`src/rtl/alarm_controller.sv`:
```
// Alarm sequencing FSM: debounces the sensor trip line and runs the
// disarmed / exit-delay / armed / entry-delay / alarm cycle.
module alarm_controller #(
  parameter int EXIT_DELAY  = 16,
  parameter int ENTRY_DELAY = 16,
  parameter int SIREN_TIME  = 64,
  parameter int DEBOUNCE    = 4
) (
  input  logic       clk,
  input  logic       rst,
  input  logic       arm_req,
  input  logic       disarm_req,
  input  logic       sensor_y,
  input  logic [3:0] zone_in,
  output logic       siren,
  output logic       warn,
  output logic       armed,
  output logic [2:0] state_o,
  output logic [3:0] latched_zone,
  output logic [7:0] alarm_cnt
);

  typedef enum logic [2:0] {
    S_DISARMED = 3'd0,
    S_EXIT     = 3'd1,
    S_ARMED    = 3'd2,
    S_ENTRY    = 3'd3,
    S_ALARM    = 3'd4
  } state_t;

  localparam int MAX_P = (EXIT_DELAY > ENTRY_DELAY)
                         ? ((EXIT_DELAY > SIREN_TIME) ? EXIT_DELAY : SIREN_TIME)
                         : ((ENTRY_DELAY > SIREN_TIME) ? ENTRY_DELAY : SIREN_TIME);
  localparam int TW = (MAX_P > 1) ? $clog2(MAX_P) : 1;
  localparam int CW = $clog2(DEBOUNCE + 1);

  localparam logic [TW-1:0] EXIT_LOAD  = TW'(EXIT_DELAY - 1);
  localparam logic [TW-1:0] ENTRY_LOAD = TW'(ENTRY_DELAY - 1);
  localparam logic [TW-1:0] SIREN_LOAD = TW'(SIREN_TIME - 1);
  localparam logic [CW-1:0] DB_MAX     = CW'(DEBOUNCE);

  state_t        state, next_state;
  logic [TW-1:0] timer;
  logic [CW-1:0] db_cnt;
  logic          trip;
  logic          expiry;

  assign trip   = (db_cnt == DB_MAX);
  assign expiry = (timer == '0);

  // NOTE: sequential state uses non-blocking (<=) so every register samples
  // pre-edge values regardless of the order the blocks are evaluated.
  always_ff @(posedge clk) begin
    if (rst) state <= S_DISARMED;
    else     state <= next_state;
  end

  // NOTE: next_state gets a default before the case so no path leaves it
  // unassigned, which would otherwise infer a latch.
  always_comb begin
    next_state = state;
    case (state)
      S_DISARMED: if (arm_req && !disarm_req) next_state = S_EXIT;
      S_EXIT: begin
        if (disarm_req)  next_state = S_DISARMED;
        else if (expiry) next_state = S_ARMED;
      end
      S_ARMED: begin
        if (disarm_req) next_state = S_DISARMED;
        else if (trip)  next_state = S_ENTRY;
      end
      S_ENTRY: begin
        if (disarm_req)  next_state = S_DISARMED;
        else if (expiry) next_state = S_ALARM;
      end
      S_ALARM: begin
        if (disarm_req)  next_state = S_DISARMED;
        else if (expiry) next_state = S_ARMED;
      end
      default: next_state = S_DISARMED;
    endcase
  end

  // Datapath registers follow the transitions chosen above; the debounce
  // counter runs in every state.
  always_ff @(posedge clk) begin
    if (rst) begin
      timer        <= '0;
      db_cnt       <= '0;
      latched_zone <= '0;
      alarm_cnt    <= '0;
    end else begin
      if (!sensor_y)           db_cnt <= '0;
      else if (db_cnt != DB_MAX) db_cnt <= db_cnt + 1'b1;

      if (next_state != state) begin
        case (next_state)
          S_EXIT:  timer <= EXIT_LOAD;
          S_ENTRY: timer <= ENTRY_LOAD;
          S_ALARM: timer <= SIREN_LOAD;
          default: timer <= '0;
        endcase
      end else if (timer != '0) begin
        timer <= timer - 1'b1;
      end

      if (state == S_DISARMED && next_state == S_EXIT)
        latched_zone <= '0;
      else if (state == S_ARMED && next_state == S_ENTRY)
        latched_zone <= zone_in;

      if (state == S_ENTRY && next_state == S_ALARM && alarm_cnt != 8'hFF)
        alarm_cnt <= alarm_cnt + 8'd1;
    end
  end

  always_comb begin
    siren   = (state == S_ALARM);
    warn    = (state == S_EXIT) || (state == S_ENTRY);
    armed   = (state == S_ARMED) || (state == S_ENTRY) || (state == S_ALARM);
    state_o = state;
  end

endmodule
```
`config.mk`:
```
export PLATFORM = sky130hd
export DESIGN_NAME = alarm_controller
export DESIGN_NICKNAME = d
export VERILOG_FILES = /design/src/rtl/alarm_controller.sv
export SDC_FILE = /design/constraint.sdc
export NUM_CORES = 1
export LEC_CHECK = 0
export CORE_MARGIN = 1
export CORE_UTILIZATION = 49
export CTS_CLUSTER_DIAMETER = 120
export CTS_CLUSTER_SIZE = 8
export DETAILED_ROUTE_END_ITERATION = 6
export HOLD_SLACK_MARGIN = 0.02
export PLACE_DENSITY = 0.85
export SLEW_MARGIN = 30
export SYNTH_ARGS = -nofsm -noshare
export SYNTH_HDL_FRONTEND = slang
export SYNTH_SLANG_ARGS = --single-unit
export TNS_END_PERCENT = 30
```
`constraint.sdc`:
```
create_clock -name clk -period 2.17 [get_ports clk]
set_clock_uncertainty 0.2 [all_clocks]
set_input_delay 0.217 -clock clk [delete_from_list [all_inputs] [get_ports clk]]
set_output_delay 0.217 -clock clk [all_outputs]
set_load 0.01 [all_outputs]
```
==> impl_metrics.toml, run 1 <==
[outcome]
outcome = "completed"

[clock_network]
hold_buffers = 0
cts_buffers = 3
cts_tree = "done"
clkLatencyLatePin_ns = 0.31
cts_buffer_depth = 2
clockRootBuffer = "clkbuf_4"
cts.sinks = 24
clk_pin_slew_ns = 0.12
h-tree-depth = 1
post-cts-setup-buffers = 0

[final_layout]
final_cells = 209
drive_gt1_frac = 0.1160
syn_to_final_growth_pct = 28.53
design_area_um2 = 1607
final_common_cell = "clkdlybuf4s50_1"
antenna_cells = 0
layout.nets = 196
final_cell_mix = "clkdlybuf4s50_1, dfxtp_1, nor2_1, nand2_1, xnor2_1"
final_util = 0.6993

[synthesis]
yosysSeqAreaShare = 0.3844
synth_area_leaders = "dfxtp_1, xnor2_1, nor2_1"
synth_warnings = 0
synth_nets = 162
ys_ff_latch = 24
yosysTopAreaCell = "dfxtp_1"
synthesis.area_um2 = 1250
synth_cell_type_count = 37
synth_top_cell_area_share = 0.3844
synthCells = 149
syn_avg_cell_area_um2 = 8.389

[critical_path]
critPathBufInv = 1
cp_slowest_stage_delay_ns = 0.52
r2r_start = "timer[0]"
crit_arrival_ns = 1.67
criticalPathCategory = "flip-flop to output pin"
crit_required_ns = 1.75
crit_path_top_delay_cell = "clkdlybuf4s50_1"
r2r_end = "timer[1]"
reg2reg_depth = 7
crit_family = "buffers and inverters"
path_cells = "or3b_4, nand2_1, clkdlybuf4s50_1"
path_max_fanout = 4
r2r_slack_ns = 0.15
start_kind = "flip-flop"
crit_path_end_kind = "output pin"

[die]
fp.dieW_um = 52.51
die_height_um = 52.51
row_count = 17
ios = 27
core_um2 = 2297
initial_core_util = 0.5441
die_area_um2 = 2757

[hold_path]
hold_end = "db_cnt[1]"
hp-start = "sensor_y"
holdCritPathClass = "input pin to flip-flop"
min_path_cells = 3

[pwr]
p_total_mw = 1.138
p_leak_nw = 0.5799
p_per_area_nw_per_um2 = 708.1
peakVddDrop_mv = 0.5388

[drt]
drtIter0Drc = 30
route.detailed.drc = 0
wl_per_cell_um = 12.69
wl_met2_um = 1222
avgViaCountPerCell = 5.545
drt-met1-wl_um = 1259
vias = 1159
wirelength_um = 2652
wl_met3_um = 142
dr.pass1.iters = 4
top_layer_used = "met4"
ant_nets = 0

[timing]
max_freq_mhz = 478.3
relSlewSlack = 0.7400
worst_pin_slew_ns = 0.3885
finalMaxSlewViolations = 0
hold_viol_final = 0
rsz0062_at_grt = "false"
setup_viol = 0
post-route-min-period_ns = 2.091
period_share = 0.9634

[placed_design]
placed_cell_area_um2 = 1574
portBuffers = 26
dp_hpwl_um = 2073
dp.cells = 206
gp_congestion = 0.8488

[global_routing]
first_global_vias = 1044
grt_pass1_wl_um = 4650
grt_overflow_total = 0
grt_util_all_layers = 0.2296
grt_start_max_net_pins = 13
antenna_found_initial = 0

[run]
max_cap_viol_count = 0
-- power by group --
| part | internal, mW | switching (mW) |
|---|---|---|
| clock network | 0.0650 | 0.126 |
| registers | 0.486 | 0.0506 |
| logic | 0.199 | 0.210 |
| total | 0.751 | 0.387 |
-- layer usage --
metal | vias to the layer above | track usage
li1 | 583 | -
met1 | 534 | 0.3004
met2 | 38 | 0.3544
met3 | 4 | 0.07246
met4 | 0 | 0.07456
met5 | - | 0
-- Yosys cell counts, drive strengths merged --
cell and instances:
o22ai 3, and3 2, nor2 21, dfxtp 24
nor3 10, nor4 4, a31oi 2, and4bb 1
nand3 5, nor3b 2, nand2b 3, o31ai 2
ha 4, nand4 2, nand2 15, a211oi 1
or3 2, a22o 1, buf 5, xor2 2
nor2b 1, inv 7, nor4b 1, xnor2 11
o21ai 4, a21oi 5, clkbuf 2, a31o 1
mux2i 4, or3b 2
-- sequential cells by signal (all words and copies together), names as in the netlist --
signal and count:
timer 6, latched_zone 4, db_cnt 3, alarm_cnt 8
state_o 3
-- worst min-delay path, stage by stage --
cell,delay (ns)
clkdlybuf4s50_1,0.40
nand2b_1,0.12
a21oi_1,0.05
-- cell type report --
cell class                 count  area, um^2
clock buffer                   3       22.52
fill                         193       690.7
timing repair buffer          36       335.3
inverter                       7       26.28
multi-input combinational    111       705.7
sequential                    24       481.7
tap                           28       35.03
-- per-stage QoR --
step | hold slack, ns | TNS, ns | setup slack [ns]
after floorplan | 0.1642 | 0 | 0.2782
after global placement | 0.2805 | 0 | 0.1007
after detailed placement | 0.2842 | -0.007364 | -0.007364
after CTS | 0.2990 | 0 | 0.05294
after global routing | 0.3202 | 0 | 0.03052
final | 0.3030 | 0 | 0.07934
-- how the worst max path moves through the flow --
stage | start | to | cells after the start
after CTS | state_o[2] | armed | 3
after global routing | state_o[1] | armed | 3
after detailed placement | disarm_req | alarm_cnt[3] | 7
after floorplan | timer[0] | timer[0] | 7
after global placement | disarm_req | alarm_cnt[3] | 7
final | state_o[1] | armed | 3
-- cells by family after synthesis --
group | synth area share
AO/OA/AOI/OAI | 0.09309
XOR/XNOR | 0.09109
adder cells (fa/ha/maj) | 0.04004
buffers and inverters | 0.05806
flip-flops | 0.3844
multiplexers | 0.03203
AND/OR/NAND/NOR | 0.3013
-- repair_timing --
action / CTS / global route
resized for setup: 0 / 3
setup endpoints to repair: 0 / 3
endpoints found under the hold margin: 0 / 0
Power figures use the tool's default switching activity.
==> inputs of run 2 (changes only) <==
Settings changed: CORE_UTILIZATION 49 to 40, PLACE_DENSITY 0.85 to 0.72, SKIP_CTS_REPAIR_TIMING set to 1, SLEW_MARGIN 30 to not set.
==> impl_metrics.toml, run 2 (synthesis results as in run 1) <==
[outcome]
outcome = "completed"

[drt]
route.detailed.drc = 0
avgViaCountPerCell = 5.388
wl_per_cell_um = 13.17
ant_nets = 0
vias = 1153
dr.pass1.iters = 4
wirelength_um = 2819
drtIter0Drc = 42

[timing]
post-route-min-period_ns = 2.100
finalSetupTns_ns = 0
worst_pin_slew_ns = 0.3679
finalMaxSlewViolations = 0
relSlewSlack = 0.7538
holdWs_ns = 0.3018
max_freq_mhz = 476.3
setup_viol = 0
hold_viol_final = 0
layout_setup_ws_ns = 0.07031
rsz0062_at_grt = "false"
period_share = 0.9676

[global_routing]
grt_util_all_layers = 0.1831
grt_pass1_wl_um = 4767
antenna_found_initial = 0
first_global_vias = 1103
grt_overflow_total = 0
grt_start_max_net_pins = 14

[critical_path]
crit_start = "state_o[0]"
path_cells = "or3b_4, nand2_1, clkdlybuf4s50_1"
r2r_end = "timer[0]"
crit_arrival_ns = 1.68
criticalPathCategory = "flip-flop to output pin"
start_kind = "flip-flop"
crit_path_end_kind = "output pin"
crit_family = "buffers and inverters"
cp_slowest_stage_delay_ns = 0.52
r2r_start = "timer[0]"
critPathBufInv = 1
r2r_slack_ns = 0.11
crit_required_ns = 1.75
cp_num_cells = 3
cp-endpoint = "armed"
path_max_fanout = 4
reg2reg_depth = 7
crit_path_top_delay_cell = "clkdlybuf4s50_1"

[clock_network]
cts_buffers = 3
clkLatencyLatePin_ns = 0.31
cts.sinks = 24
clk_pin_slew_ns = 0.13
h-tree-depth = 1
clockRootBuffer = "clkbuf_4"
cts_tree = "done"
cts_buffer_depth = 2

[final_layout]
final_cell_mix = "clkdlybuf4s50_1, dfxtp_1, nor2_1, nand2_1"
layout.nets = 197
largest_reg_flops = 8
syn_to_final_growth_pct = 30.93
top_regs = "alarm_cnt (8), timer (6), latched_zone (4)"
final_common_cell = "clkdlybuf4s50_1"
drive_gt1_frac = 0.1202
design_area_um2 = 1637
final_cells = 214
final_util = 0.5737
top_register = "alarm_cnt"
antenna_cells = 0

[die]
initial_core_util = 0.4382
row_count = 19
core_um2 = 2853
die_height_um = 57.90
fp.dieW_um = 57.90
ios = 27
die_area_um2 = 3352

[placed_design]
placed_cell_area_um2 = 1578
dp_slack_ns = -0.03202
gp_congestion = 0.7950
dp_hpwl_um = 2233
dp.cells = 209
portBuffers = 26

[pwr]
p_per_area_nw_per_um2 = 745.5
p_total_mw = 1.220
peakVddDrop_mv = 0.3589
p_leak_nw = 0.5947

[hold_path]
holdCritPathClass = "input pin to flip-flop"

[run]
max_cap_viol_count = 0
## run 2: how the worst min path moves through the flow
stage | cells after the start | start | slack, ns | end
after floorplan | 2 | zone_in[0] | 0.16 | latched_zone[0]
after global placement | 2 | latched_zone[0] | 0.28 | latched_zone[0]
after detailed placement | 2 | latched_zone[0] | 0.30 | latched_zone[0]
after CTS | 3 | sensor_y | 0.30 | db_cnt[0]
after global routing | 3 | zone_in[0] | 0.32 | latched_zone[0]
final | 3 | sensor_y | 0.30 | db_cnt[0]
## run 2: layout make-up
cell class / count / area, um^2
tap: 31 / 38.79
multi-input combinational: 111 / 711.9
sequential: 24 / 480.5
inverter: 7 / 26.28
fill: 269 / 1216
timing repair buffer: 37 / 342.8
clock buffer: 4 / 36.28
## run 2: worst min-delay path: cells and delay by family
kind	cells	cell delay (ns)
buf+inv	1	0.40
simple gates	2	0.18
## run 2: report_power, final
part	internal, mW	switching (mW)	total [mW]
clock	0.103	0.133	0.236
combinational	0.225	0.221	0.446
sequential	0.487	0.0514	0.538
total	0.815	0.405	1.22
## run 2: per-layer routing
layer | vias to the layer above | part of all wire | track usage
met3 | 4 | 0.031 | 0.03348
met2 | 23 | 0.49 | 0.2972
met4 | 0 | 0.010 | 0.07143
li1 | 584 | - | -
met5 | - | 0 | 0
met1 | 542 | 0.47 | 0.2416
